### src/rtl/bht_update_sched_if.sv
// Update-request and BHT-drain handshake bundle for bht_update_sched.
// slave is the scheduler side; master is the requester/BHT side.
interface bht_update_sched_if #(
    parameter int unsigned VLEN = 64
) ();
    logic [1:0]           req_valid_i;
    logic [1:0][VLEN-1:0] req_pc_i;
    logic [1:0]           req_taken_i;
    logic [1:0]           req_ready_o;
    logic                 upd_valid_o;
    logic [VLEN-1:0]      upd_pc_o;
    logic                 upd_taken_o;
    logic                 upd_ready_i;

    modport slave (
        input  req_valid_i, req_pc_i, req_taken_i, upd_ready_i,
        output req_ready_o, upd_valid_o, upd_pc_o, upd_taken_o
    );

    modport master (
        output req_valid_i, req_pc_i, req_taken_i, upd_ready_i,
        input  req_ready_o, upd_valid_o, upd_pc_o, upd_taken_o
    );
endinterface

### src/rtl/bht_update_sched.sv
// Gshare BHT update-port controller: clear sweep after reset/flush, two-port
// round-robin arbitration of branch updates, and a small drain FIFO.
module bht_update_sched #(
    parameter int unsigned NR_ENTRIES = 1024,
    parameter int unsigned FIFO_DEPTH = 4,
    parameter int unsigned VLEN       = 64,
    localparam int unsigned INDEX_BITS = $clog2(NR_ENTRIES)
) (
    input  logic                  clk_i,
    input  logic                  rst_i,
    input  logic                  flush_i,
    input  logic                  debug_mode_i,
    bht_update_sched_if.slave     bus,
    output logic                  clr_valid_o,
    output logic [INDEX_BITS-1:0] clr_index_o,
    output logic                  init_busy_o,
    output logic [15:0]           drop_cnt_o
);
    localparam int unsigned PTR_W = $clog2(FIFO_DEPTH);
    localparam int unsigned CNT_W = PTR_W + 1;

    typedef enum logic {
        INIT = 1'b0,
        RUN  = 1'b1
    } state_e;

    state_e                state_r, state_s;
    logic [INDEX_BITS-1:0] index_r, index_s;

    logic [VLEN:0]         mem_r [FIFO_DEPTH];
    logic [PTR_W-1:0]      rd_ptr_r, wr_ptr_r;
    logic [CNT_W-1:0]      count_r;
    logic                  rr_r;
    logic [15:0]           drop_cnt_r;

    logic                  run_s, full_s, upd_valid_s, pop_s, can_acc_s;
    logic [1:0]            ready_s;
    logic                  hs_s, hs_port_s, push_s;
    logic [VLEN:0]         push_data_s;

    // State register and clear-sweep index
    always_ff @(posedge clk_i or posedge rst_i) begin
        if (rst_i) begin
            state_r <= INIT;
            index_r <= {INDEX_BITS{1'b0}};
        end else begin
            state_r <= state_s;
            index_r <= index_s;
        end
    end

    // Next state: sweep every entry once, flush restarts the sweep from zero
    always_comb begin
        state_s = state_r;
        index_s = index_r;
        if (flush_i) begin
            state_s = INIT;
            index_s = {INDEX_BITS{1'b0}};
        end else begin
            case (state_r)
                INIT: begin
                    if (index_r == INDEX_BITS'(NR_ENTRIES - 1)) begin
                        state_s = RUN;
                        index_s = {INDEX_BITS{1'b0}};
                    end else begin
                        index_s = index_r + INDEX_BITS'(1);
                    end
                end
                RUN: begin
                    state_s = RUN;
                    index_s = {INDEX_BITS{1'b0}};
                end
                default: begin
                    state_s = INIT;
                    index_s = {INDEX_BITS{1'b0}};
                end
            endcase
        end
    end

    // Arbitration and FIFO control; a port's ready looks only at the other port's valid
    always_comb begin
        run_s       = (state_r == RUN);
        full_s      = (count_r == CNT_W'(FIFO_DEPTH));
        upd_valid_s = run_s & ~flush_i & (count_r != {CNT_W{1'b0}});
        pop_s       = upd_valid_s & bus.upd_ready_i;
        can_acc_s   = run_s & ~flush_i & (~full_s | pop_s);
        ready_s[0]  = can_acc_s & (~bus.req_valid_i[1] | ~rr_r);
        ready_s[1]  = can_acc_s & (~bus.req_valid_i[0] |  rr_r);
        hs_s        = |(bus.req_valid_i & ready_s);
        hs_port_s   = bus.req_valid_i[1] & ready_s[1];
        push_s      = hs_s & ~debug_mode_i;
        if (hs_port_s) begin
            push_data_s = {bus.req_pc_i[1], bus.req_taken_i[1]};
        end else begin
            push_data_s = {bus.req_pc_i[0], bus.req_taken_i[0]};
        end
    end

    // FIFO storage; reset clears it so the head reads zero out of reset
    always_ff @(posedge clk_i or posedge rst_i) begin
        if (rst_i) begin
            for (int i = 0; i < int'(FIFO_DEPTH); i++) begin
                mem_r[i] <= {(VLEN + 1){1'b0}};
            end
        end else if (push_s) begin
            mem_r[wr_ptr_r] <= push_data_s;
        end
    end

    // FIFO pointers and occupancy; pointers wrap naturally at a power-of-two depth
    always_ff @(posedge clk_i or posedge rst_i) begin
        if (rst_i) begin
            rd_ptr_r <= {PTR_W{1'b0}};
            wr_ptr_r <= {PTR_W{1'b0}};
            count_r  <= {CNT_W{1'b0}};
        end else if (flush_i) begin
            rd_ptr_r <= {PTR_W{1'b0}};
            wr_ptr_r <= {PTR_W{1'b0}};
            count_r  <= {CNT_W{1'b0}};
        end else begin
            if (push_s) begin
                wr_ptr_r <= wr_ptr_r + PTR_W'(1);
            end
            if (pop_s) begin
                rd_ptr_r <= rd_ptr_r + PTR_W'(1);
            end
            case ({push_s, pop_s})
                2'b10:   count_r <= count_r + CNT_W'(1);
                2'b01:   count_r <= count_r - CNT_W'(1);
                default: count_r <= count_r;
            endcase
        end
    end

    // Round-robin pointer hands priority to the other port after a grant
    always_ff @(posedge clk_i or posedge rst_i) begin
        if (rst_i) begin
            rr_r <= 1'b0;
        end else if (flush_i) begin
            rr_r <= 1'b0;
        end else if (hs_s) begin
            rr_r <= ~hs_port_s;
        end
    end

    // Debug-mode drop counter survives flush and saturates
    always_ff @(posedge clk_i or posedge rst_i) begin
        if (rst_i) begin
            drop_cnt_r <= 16'h0000;
        end else if (hs_s && debug_mode_i && (drop_cnt_r != 16'hFFFF)) begin
            drop_cnt_r <= drop_cnt_r + 16'h0001;
        end
    end

    assign bus.req_ready_o = ready_s;
    assign bus.upd_valid_o = upd_valid_s;
    assign bus.upd_pc_o    = mem_r[rd_ptr_r][VLEN:1];
    assign bus.upd_taken_o = mem_r[rd_ptr_r][0];
    assign clr_valid_o     = ~run_s;
    assign clr_index_o     = index_r;
    assign init_busy_o     = ~run_s;
    assign drop_cnt_o      = drop_cnt_r;
endmodule

### src/flat_wrapper.sv
// flat-port wrapper written by rule: the top's interface ports become plain ports
module bht_update_sched_flat 
#(
    parameter int unsigned NR_ENTRIES = 1024,
    parameter int unsigned FIFO_DEPTH = 4,
    parameter int unsigned VLEN       = 64,
    localparam int unsigned INDEX_BITS = $clog2(NR_ENTRIES)
)
  (clk_i, rst_i, flush_i, debug_mode_i, clr_valid_o, clr_index_o, init_busy_o, drop_cnt_o, bus_req_valid_i, bus_req_pc_i, bus_req_taken_i, bus_upd_ready_i, bus_req_ready_o, bus_upd_valid_o, bus_upd_pc_o, bus_upd_taken_o);
  bht_update_sched_if #(.VLEN(VLEN)) bus_i ();
  input  logic clk_i;
  input  logic rst_i;
  input  logic flush_i;
  input  logic debug_mode_i;
  output logic clr_valid_o;
  output logic [INDEX_BITS-1:0] clr_index_o;
  output logic init_busy_o;
  output logic [15:0] drop_cnt_o;
  input wire logic [$bits(bus_i.req_valid_i)-1:0] bus_req_valid_i;
  input wire logic [$bits(bus_i.req_pc_i)-1:0] bus_req_pc_i;
  input wire logic [$bits(bus_i.req_taken_i)-1:0] bus_req_taken_i;
  input wire logic [$bits(bus_i.upd_ready_i)-1:0] bus_upd_ready_i;
  output wire logic [$bits(bus_i.req_ready_o)-1:0] bus_req_ready_o;
  output wire logic [$bits(bus_i.upd_valid_o)-1:0] bus_upd_valid_o;
  output wire logic [$bits(bus_i.upd_pc_o)-1:0] bus_upd_pc_o;
  output wire logic [$bits(bus_i.upd_taken_o)-1:0] bus_upd_taken_o;
  assign bus_i.req_valid_i = bus_req_valid_i;
  assign bus_i.req_pc_i = bus_req_pc_i;
  assign bus_i.req_taken_i = bus_req_taken_i;
  assign bus_i.upd_ready_i = bus_upd_ready_i;
  assign bus_req_ready_o = bus_i.req_ready_o;
  assign bus_upd_valid_o = bus_i.upd_valid_o;
  assign bus_upd_pc_o = bus_i.upd_pc_o;
  assign bus_upd_taken_o = bus_i.upd_taken_o;
  bht_update_sched #(.NR_ENTRIES(NR_ENTRIES), .FIFO_DEPTH(FIFO_DEPTH), .VLEN(VLEN)) u_core (.clk_i(clk_i), .rst_i(rst_i), .flush_i(flush_i), .debug_mode_i(debug_mode_i), .bus(bus_i), .clr_valid_o(clr_valid_o), .clr_index_o(clr_index_o), .init_busy_o(init_busy_o), .drop_cnt_o(drop_cnt_o));
endmodule
### config.mk
export PLATFORM = sky130hd
export DESIGN_NAME = bht_update_sched_flat
export DESIGN_NICKNAME = d
export VERILOG_FILES = /design/src/rtl/bht_update_sched_if.sv /design/src/rtl/bht_update_sched.sv /design/src/flat_wrapper.sv
export SDC_FILE = /design/constraint.sdc
export NUM_CORES = 1
export LEC_CHECK = 0
export ABC_AREA = 1
export BUFFER_PORTS_ARGS = -buffer_cell sky130_fd_sc_hd__buf_4
export CELL_PAD_IN_SITES_DETAIL_PLACEMENT = 1
export CELL_PAD_IN_SITES_GLOBAL_PLACEMENT = 2
export CORE_MARGIN = 3
export CORE_UTILIZATION = 30
export CTS_BUF_LIST = sky130_fd_sc_hd__clkbuf_8
export CTS_CLUSTER_DIAMETER = 150
export CTS_CLUSTER_SIZE = 25
export DETAILED_ROUTE_END_ITERATION = 7
export GPL_TIMING_DRIVEN = 0
export PLACE_DENSITY_LB_ADDON = 0.1
export SLEW_MARGIN = 0
export SYNTH_ARGS = -nofsm -noshare
export SYNTH_HDL_FRONTEND = slang
export SYNTH_SLANG_ARGS = --single-unit
### constraint.sdc
create_clock -name clk_i -period 9.9 [get_ports clk_i]
set_input_delay 0.495 -clock clk_i [delete_from_list [all_inputs] [get_ports clk_i]]
set_output_delay 0.495 -clock clk_i [all_outputs]
set_load 0.005 [all_outputs]
Yosys cells after proc, flatten, opt, wreduce, memory -nomap -nowiden

Index checks and enable logic that the tools add are counted.

$add $sub $neg: 6
$lt $le $gt $ge: 3
Equal/unequal tests: 5
Mux-type cells: 21
Bitwise gates (word level): 22
Reductions and logical operators: 9

Operators with widths:

| cell                                                                         | count |
|---|---|
| 260-bit bitwise mux                                                          | 1 |
| 65-bit two-way mux                                                           | 4 |
| 65-bit binary-select mux with 2-bit select                                   | 1 |
| 65-bit demux with 2-bit select                                               | 1 |
| 10-bit two-way mux                                                           | 2 |
| 10-bit case mux with 2 select lines                                          | 1 |
| 16-bit by 1-bit adder with 16-bit output, second input constant              | 1 |
| 16-bit != test, second input constant                                        | 1 |
| 10-bit by 1-bit adder with 10-bit output, second input constant              | 1 |
| 10-bit equality test, second input constant                                  | 1 |
| 1-bit AND                                                                    | 8 |
| 2-bit two-way mux                                                            | 4 |
| 1-bit NOT                                                                    | 8 |
| 3-bit >= comparator, second input constant                                   | 2 |
| 2-bit NOT with 3-bit output                                                  | 2 |
| 3-bit case mux with 2 select lines                                           | 1 |
| 2-bit nonzero test                                                           | 3 |
| 3-bit nonzero test                                                           | 2 |
| 2-bit by 1-bit adder with 2-bit output, second input constant                | 2 |
| 1-bit two-way mux                                                            | 4 |
| 3-bit by 1-bit adder with 3-bit output, second input constant                | 1 |
| 3-bit equality test, second input constant                                   | 1 |
| 1-bit logical AND                                                            | 3 |
| 3-bit by 1-bit less-than comparator with 1-bit output, second input constant | 1 |
| 8 further kinds                                                              | 10 |

Flip-flop bits (word level): 295
Output and inout bits: 96
Word-level logic and storage cells: 77

Longest topological paths before layout

Word-level depth: 13
Gate-level depth with buffers: 15

Least setup slack after synthesis

OpenSTA, ideal clock, no wires.

Path kind: in2reg
From: input flush_i
To: register u_core.count_r[2]
Arrival: 1.971 ns
Required time: 9.781 ns
Setup slack: 7.809 ns
Stages: 13
Cell sequence: nor2_4 -> nand4_2 -> nand2_4 -> nand2_4 -> nand2_1 -> inv_1 -> fa_1 -> xnor2_1 -> inv_1 -> nand4_1 -> nand2_1 -> inv_1 -> nand2_1

Cells in the longest elaborated chain, start to end: 13

Ends and longest elaborated chain:

| item                                                                                  | line                                           | source |
|---|---|---|
| start: declaration                                                                    | flat_wrapper.sv:13                             | `input logic flush_i;` |
| 1-bit NOT                                                                             | bht_update_sched.sv:85, bht_update_sched.sv:87 |  |
| 1-bit AND                                                                             | bht_update_sched.sv:85, bht_update_sched.sv:87 |  |
| 1-bit AND                                                                             | bht_update_sched.sv:85                         | `upd_valid_s = run_s & ~flush_i & (count_r != {CNT_W{1'b0}});` |
| 1-bit AND                                                                             | bht_update_sched.sv:86                         | `pop_s = upd_valid_s & bus.upd_ready_i;` |
| 1-bit bitwise OR                                                                      | bht_update_sched.sv:87                         | `can_acc_s = run_s & ~flush_i & (~full_s \| pop_s);` |
| 1-bit AND                                                                             | bht_update_sched.sv:87                         |  |
| 1-bit AND (on tied branches)                                                          | bht_update_sched.sv:88, bht_update_sched.sv:89 |  |
| 2-bit AND                                                                             | bht_update_sched.sv:90                         | `hs_s = \|(bus.req_valid_i & ready_s);` |
| 2-bit OR reduction                                                                    | bht_update_sched.sv:90                         |  |
| 1-bit AND                                                                             | bht_update_sched.sv:92                         | `push_s = hs_s & ~debug_mode_i;` |
| 2-bit by 1-bit equality test with 1-bit output or 2-bit equality test (tied branches) | bht_update_sched.sv:128                        | `case ({push_s, pop_s})` |
| 3-bit case mux with 2 select lines                                                    | bht_update_sched.sv:128                        |  |
| 3-bit two-way mux                                                                     | bht_update_sched.sv:117                        | `end else if (flush_i) begin` |
| end signal: assignment                                                                | bht_update_sched.sv:116                        | `count_r <= {CNT_W{1'b0}};` |
| end signal: assignment                                                                | bht_update_sched.sv:129                        | `2'b10: count_r <= count_r + CNT_W'(1);` |
| end signal: assignment                                                                | bht_update_sched.sv:130                        | `2'b01: count_r <= count_r - CNT_W'(1);` |
| end: declaration                                                                      | bht_update_sched.sv:32                         | `logic [CNT_W-1:0] count_r;` |

Parallel ways exist; a longest one is shown, timed or not.
A chain may end at the register's enable or synchronous reset.

Worst setup path after layout

From: register u_core.rd_ptr_r[0]
To: output bus_upd_pc_o[52]

Cells in the longest elaborated chain, start to end: 4

Ends and longest elaborated chain:

| item                                                  | line                    | source |
|---|---|---|
| start: declaration                                    | bht_update_sched.sv:31  | `logic [PTR_W-1:0] rd_ptr_r, wr_ptr_r;` |
| start signal: assignment                              | bht_update_sched.sv:114 | `rd_ptr_r <= {PTR_W{1'b0}};` |
| start signal: assignment                              | bht_update_sched.sv:118 | `rd_ptr_r <= {PTR_W{1'b0}};` |
| start signal: assignment                              | bht_update_sched.sv:126 | `rd_ptr_r <= rd_ptr_r + PTR_W'(1);` |
| 2-bit NOT with 3-bit output (not written as such)     | bht_update_sched.sv:158 | `assign bus.upd_pc_o = mem_r[rd_ptr_r][VLEN:1];` |
| 65-bit binary-select mux with 2-bit select            | bht_update_sched.sv:158 |  |
| 65-bit two-way mux (not written as such) (2 in a row) | bht_update_sched.sv:158 |  |
| end: declaration                                      | flat_wrapper.sv:25      | `output wire logic [$bits(bus_i.upd_pc_o)-1:0] bus_upd_pc_o;` |

Every way passes these cells. The select of a mux whose other input is x is not followed.

==> summary.md <==
| Metric | Value |
|---|---|
| Status | finished clean |
| CTS buffer count | 15 |
| DIE AREA | 48700 um2 |
| R2R Setup Slk | 7.53 ns |
| Crit-path cells | inv_1 -> clkbuf_1 -> clkbuf_1 -> nor2_1 -> o22ai_1 -> buf_4 |
| GP Congestion | 0.764 |
| Clock Tree Root | clkbuf_8 |
| WP data required | 9.41 ns |
| Data arrival, critical path | 3.21 ns |
| Starting density of the core | 30.4% |
| PostCTS Resize Cnt | 0 |
| Unrepaired setup endpoints after global routing | false |
| Most common cell on crit path | clkbuf_1 |
| Maximum fanout along the worst path | 10 |
| Dpl cells | 2435 |
| Site Rows | 78 |
| Die Ht | 221 um |
| Routed vias | 12200 |
| WHS | 0.0531 ns |
| H-tree levels | 1 |
| Critical path origin | u_core.rd_ptr_r[0] |
| Reported max-cap violation count | 0 |
| Synth Flop Type | dfrtp_1 |
| Synth Net Count | 1745 |
| Final Critical Period | 3.71 ns |
| Initial antenna violation count | 0 |
| Max Slew Vio Count | 0 |
| Top post-synthesis cells by count | nand2_1, dfrtp_1, o21ai_0 |
| Synthesis Warnings | 0 |
| Synth top area cells | dfrtp_1, nand2_1, o21ai_0 |
| Most common cell in the synthesized netlist | nand2_1 |
| CTS Buffer Depth | 3 |
| Worst setup EP type | primary output |
| IR drop worst, VDD | 0.0769 mV |
| Endpoints failing setup | 0 |
| Core occupancy in the finished layout | 36.5% |
| Post-route DRC | 0 |
| Final Hold Fails | 0 |
| Pleak | 7.66 nW |
| Max Clk Rate | 0.270 GHz |
| Asr flop ratio synth | 100% |
| Synthesized cell area | 13800 um2 |
| Final worst path period share | 37.4% |
| DR WL/cell | 20.6 um |
| Die X | 221 um |
| Initial drt markers | 600 |
| Sink Count | 295 |
| Number of buffer cells added on primary ports | 232 |
| Number of global-route vias before repair | 13000 |
| Hold Path Class | in -> async |
| DRT Pass-1 Iters | 4 |
| Worst-margin pin slew | 0.909 ns |
| Remaining global-route overflow | 0 |
| Setup Fix Bufs, Post-CTS | 0 |
| Worst setup path class | reg -> out |
| R2R cell count | 14 |
| Filler Cell Count | 5528 |
| Reg2Reg Capture Point | u_core.count_r[2] |
| DP HPWL | 34700 um |
| WP buf/inv | 4 |
| Core area | 45500 um2 |
| CP max-delay cell | clkbuf_1 |
| Crit path to | bus_upd_pc_o[52] |
| Clk slew on worst S/H paths | 0.16 ns |
| CTS tree | done |
| Final std cells w/o fill | 2452 |
| Synth top area share | 53.4% |
| I/O pin total | 233 |
| First-pass GRT wire length | 77700 um |
| Post-synth EDFFs | 0 |
| Syn_area_per_cell | 8.63 um2 |
| Final instance area | 16600 um2 |
| Yosys top cell by area | dfrtp_1 |
| CTS Hold Bufs | 0 |
| Clock latency at the later pin of the worst-skew pair | 0.58 ns |
| Cell Pwr Density | 118 nW/um2 |
| Vias per inst | 4.99 |
| Sequential element share of the synthesized area | 53.4% |
| Overall global routing resource usage | 20.6% |
| Routed wire length | 50500 um |
| Proportion of layout cells with a drive suffix above 1 | 21.0% |
| Worst R2R Start | u_core.run_s |
| Delay-heaviest family, CP | buffers and inverters |
| Yosys reg bits | 295 |
| Layout area overhead | 20.0% |
| Rel. slew slack | 39.4% |
| Pin count of the biggest net entering global routing | 108 |
| Number of cells on the critical path | 6 |
| Mapped Cells | 1601 |
| Nets | 1996 |
| CP max stage delay | 0.72 ns |
| Synth unique cells | 39 |
| ANT nets after route | 0 |
| Dpl cell area | 16400 um2 |
| CP startpoint kind | register |
| Worst Clk Skew | 0.0185 ns |
-- worst reg2reg max path: stages, from the launching register on --
cell,delay [ns]
dfrtp_1,0.35
inv_1,0.11
nor2_4,0.18
a21boi_0,0.37
nand2_1,0.24
inv_1,0.17
nand2_1,0.15
inv_1,0.10
fa_1,0.18
xnor2_1,0.13
inv_1,0.06
nand4_1,0.08
nand2_1,0.06
inv_1,0.05
nand2_1,0.05
-- cells by family (layout without fill, tap and decap cells) --
| group | after synthesis | after routing | share of synthesized area [%] |
|---|---|---|---|
| and+or+nand+nor | 602 | 602 | 18.6 |
| AOI/OAI and AO/OA | 534 | 534 | 20.6 |
| DFF | 295 | 295 | 53.4 |
| buffers and inverters | 144 | 394 | 5.52 |
| xor gates and xnor gates | 19 | 19 | 1.20 |
| adders and majority gates | 7 | 7 | 0.688 |
| other | 0 | 1 | 0 |
-- state kept, by name, summed over array words and instances, names as in the netlist --
name and count:
u_core.clr_index_o 10, u_core.count_r 3, u_core.drop_cnt_o 16, u_core.mem_r 260, u_core.rd_ptr_r 2, u_core.rr_r 1
u_core.run_s 1, u_core.wr_ptr_r 2
-- layout by cell type, fill, tap and decap left out, types with 5 or more instances in the layout --
cell type and n:
o21ai_0 234, o21ai_1 202, xor2_1 10, a21oi_1 6
o21ai_2 24, dfrtp_1 295, o22ai_1 65, buf_6 23
nand2_1 324, nand3_1 29, inv_1 23, nor3_1 5
or2_2 43, buf_2 27, clkbuf_1 59, xnor2_1 9
nor2_1 155, nand2_2 6, ha_1 6, or2_1 22
buf_4 235, nand4_1 7, clkbuf_8 15
-- where the power goes --
group	internal [W]	switching (W)	leakage [nW]
clock	0.000141	0.000392	0.108
sequential	0.00123	0.0000160	4.09
combinational	0.0000828	0.0000916	3.46
total	0.00145	0.000499	7.66
-- through the flow --
step / setup TNS [ns] / setup slack [ns] / total power [W]
2_1_floorplan: 0 / 1.26 / 0.00134
3_3_place_gp: -873.28 / -3.00 / 0.00144
3_5_place_dp: 0 / 6.80 / 0.00145
4_1_cts: 0 / 6.13 / 0.00199
5_1_grt: 0 / 6.03 / 0.00205
6_report: 0 / 6.19 / 0.00195
-- per-layer routing --
layer	vias up	track usage [%]	wire length [um]
met2	183	35.5	24300
met5	-	0	0
met4	0	3.45	720
met1	6155	28.7	23900
met3	28	2.02	1540
li1	5862	-	-
-- cell type report --
type	instances	area, um2	share of cell area (%)
plain buffers	116	656	3.95
clock inverters	1	7.51	0.0452
flip-flops and latches	295	7380	44.5
clock buffers	15	206	1.24
repair buffers	234	1800	10.8
diodes	1	2.50	0.0151
multi-input cells	1162	5680	34.2
well taps	600	751	4.52
inverters	28	115	0.694
-- worst min path at each step --
stage | from | end | slack (ns) | cells after the start
after global placement | u_core.mem_r[184] | u_core.mem_r[184] | 0.46 | 2
after floorplan | u_core.mem_r[129] | u_core.mem_r[129] | 0.45 | 2
after CTS | rst_i | u_core.drop_cnt_o[4] | 0.08 | 2
final | rst_i | u_core.drop_cnt_o[3] | 0.05 | 2
after detailed placement | u_core.mem_r[185] | u_core.mem_r[185] | 0.47 | 2
after global routing | rst_i | u_core.drop_cnt_o[3] | 0.09 | 2
No activity file was read; power rests on OpenSTA's default activity.
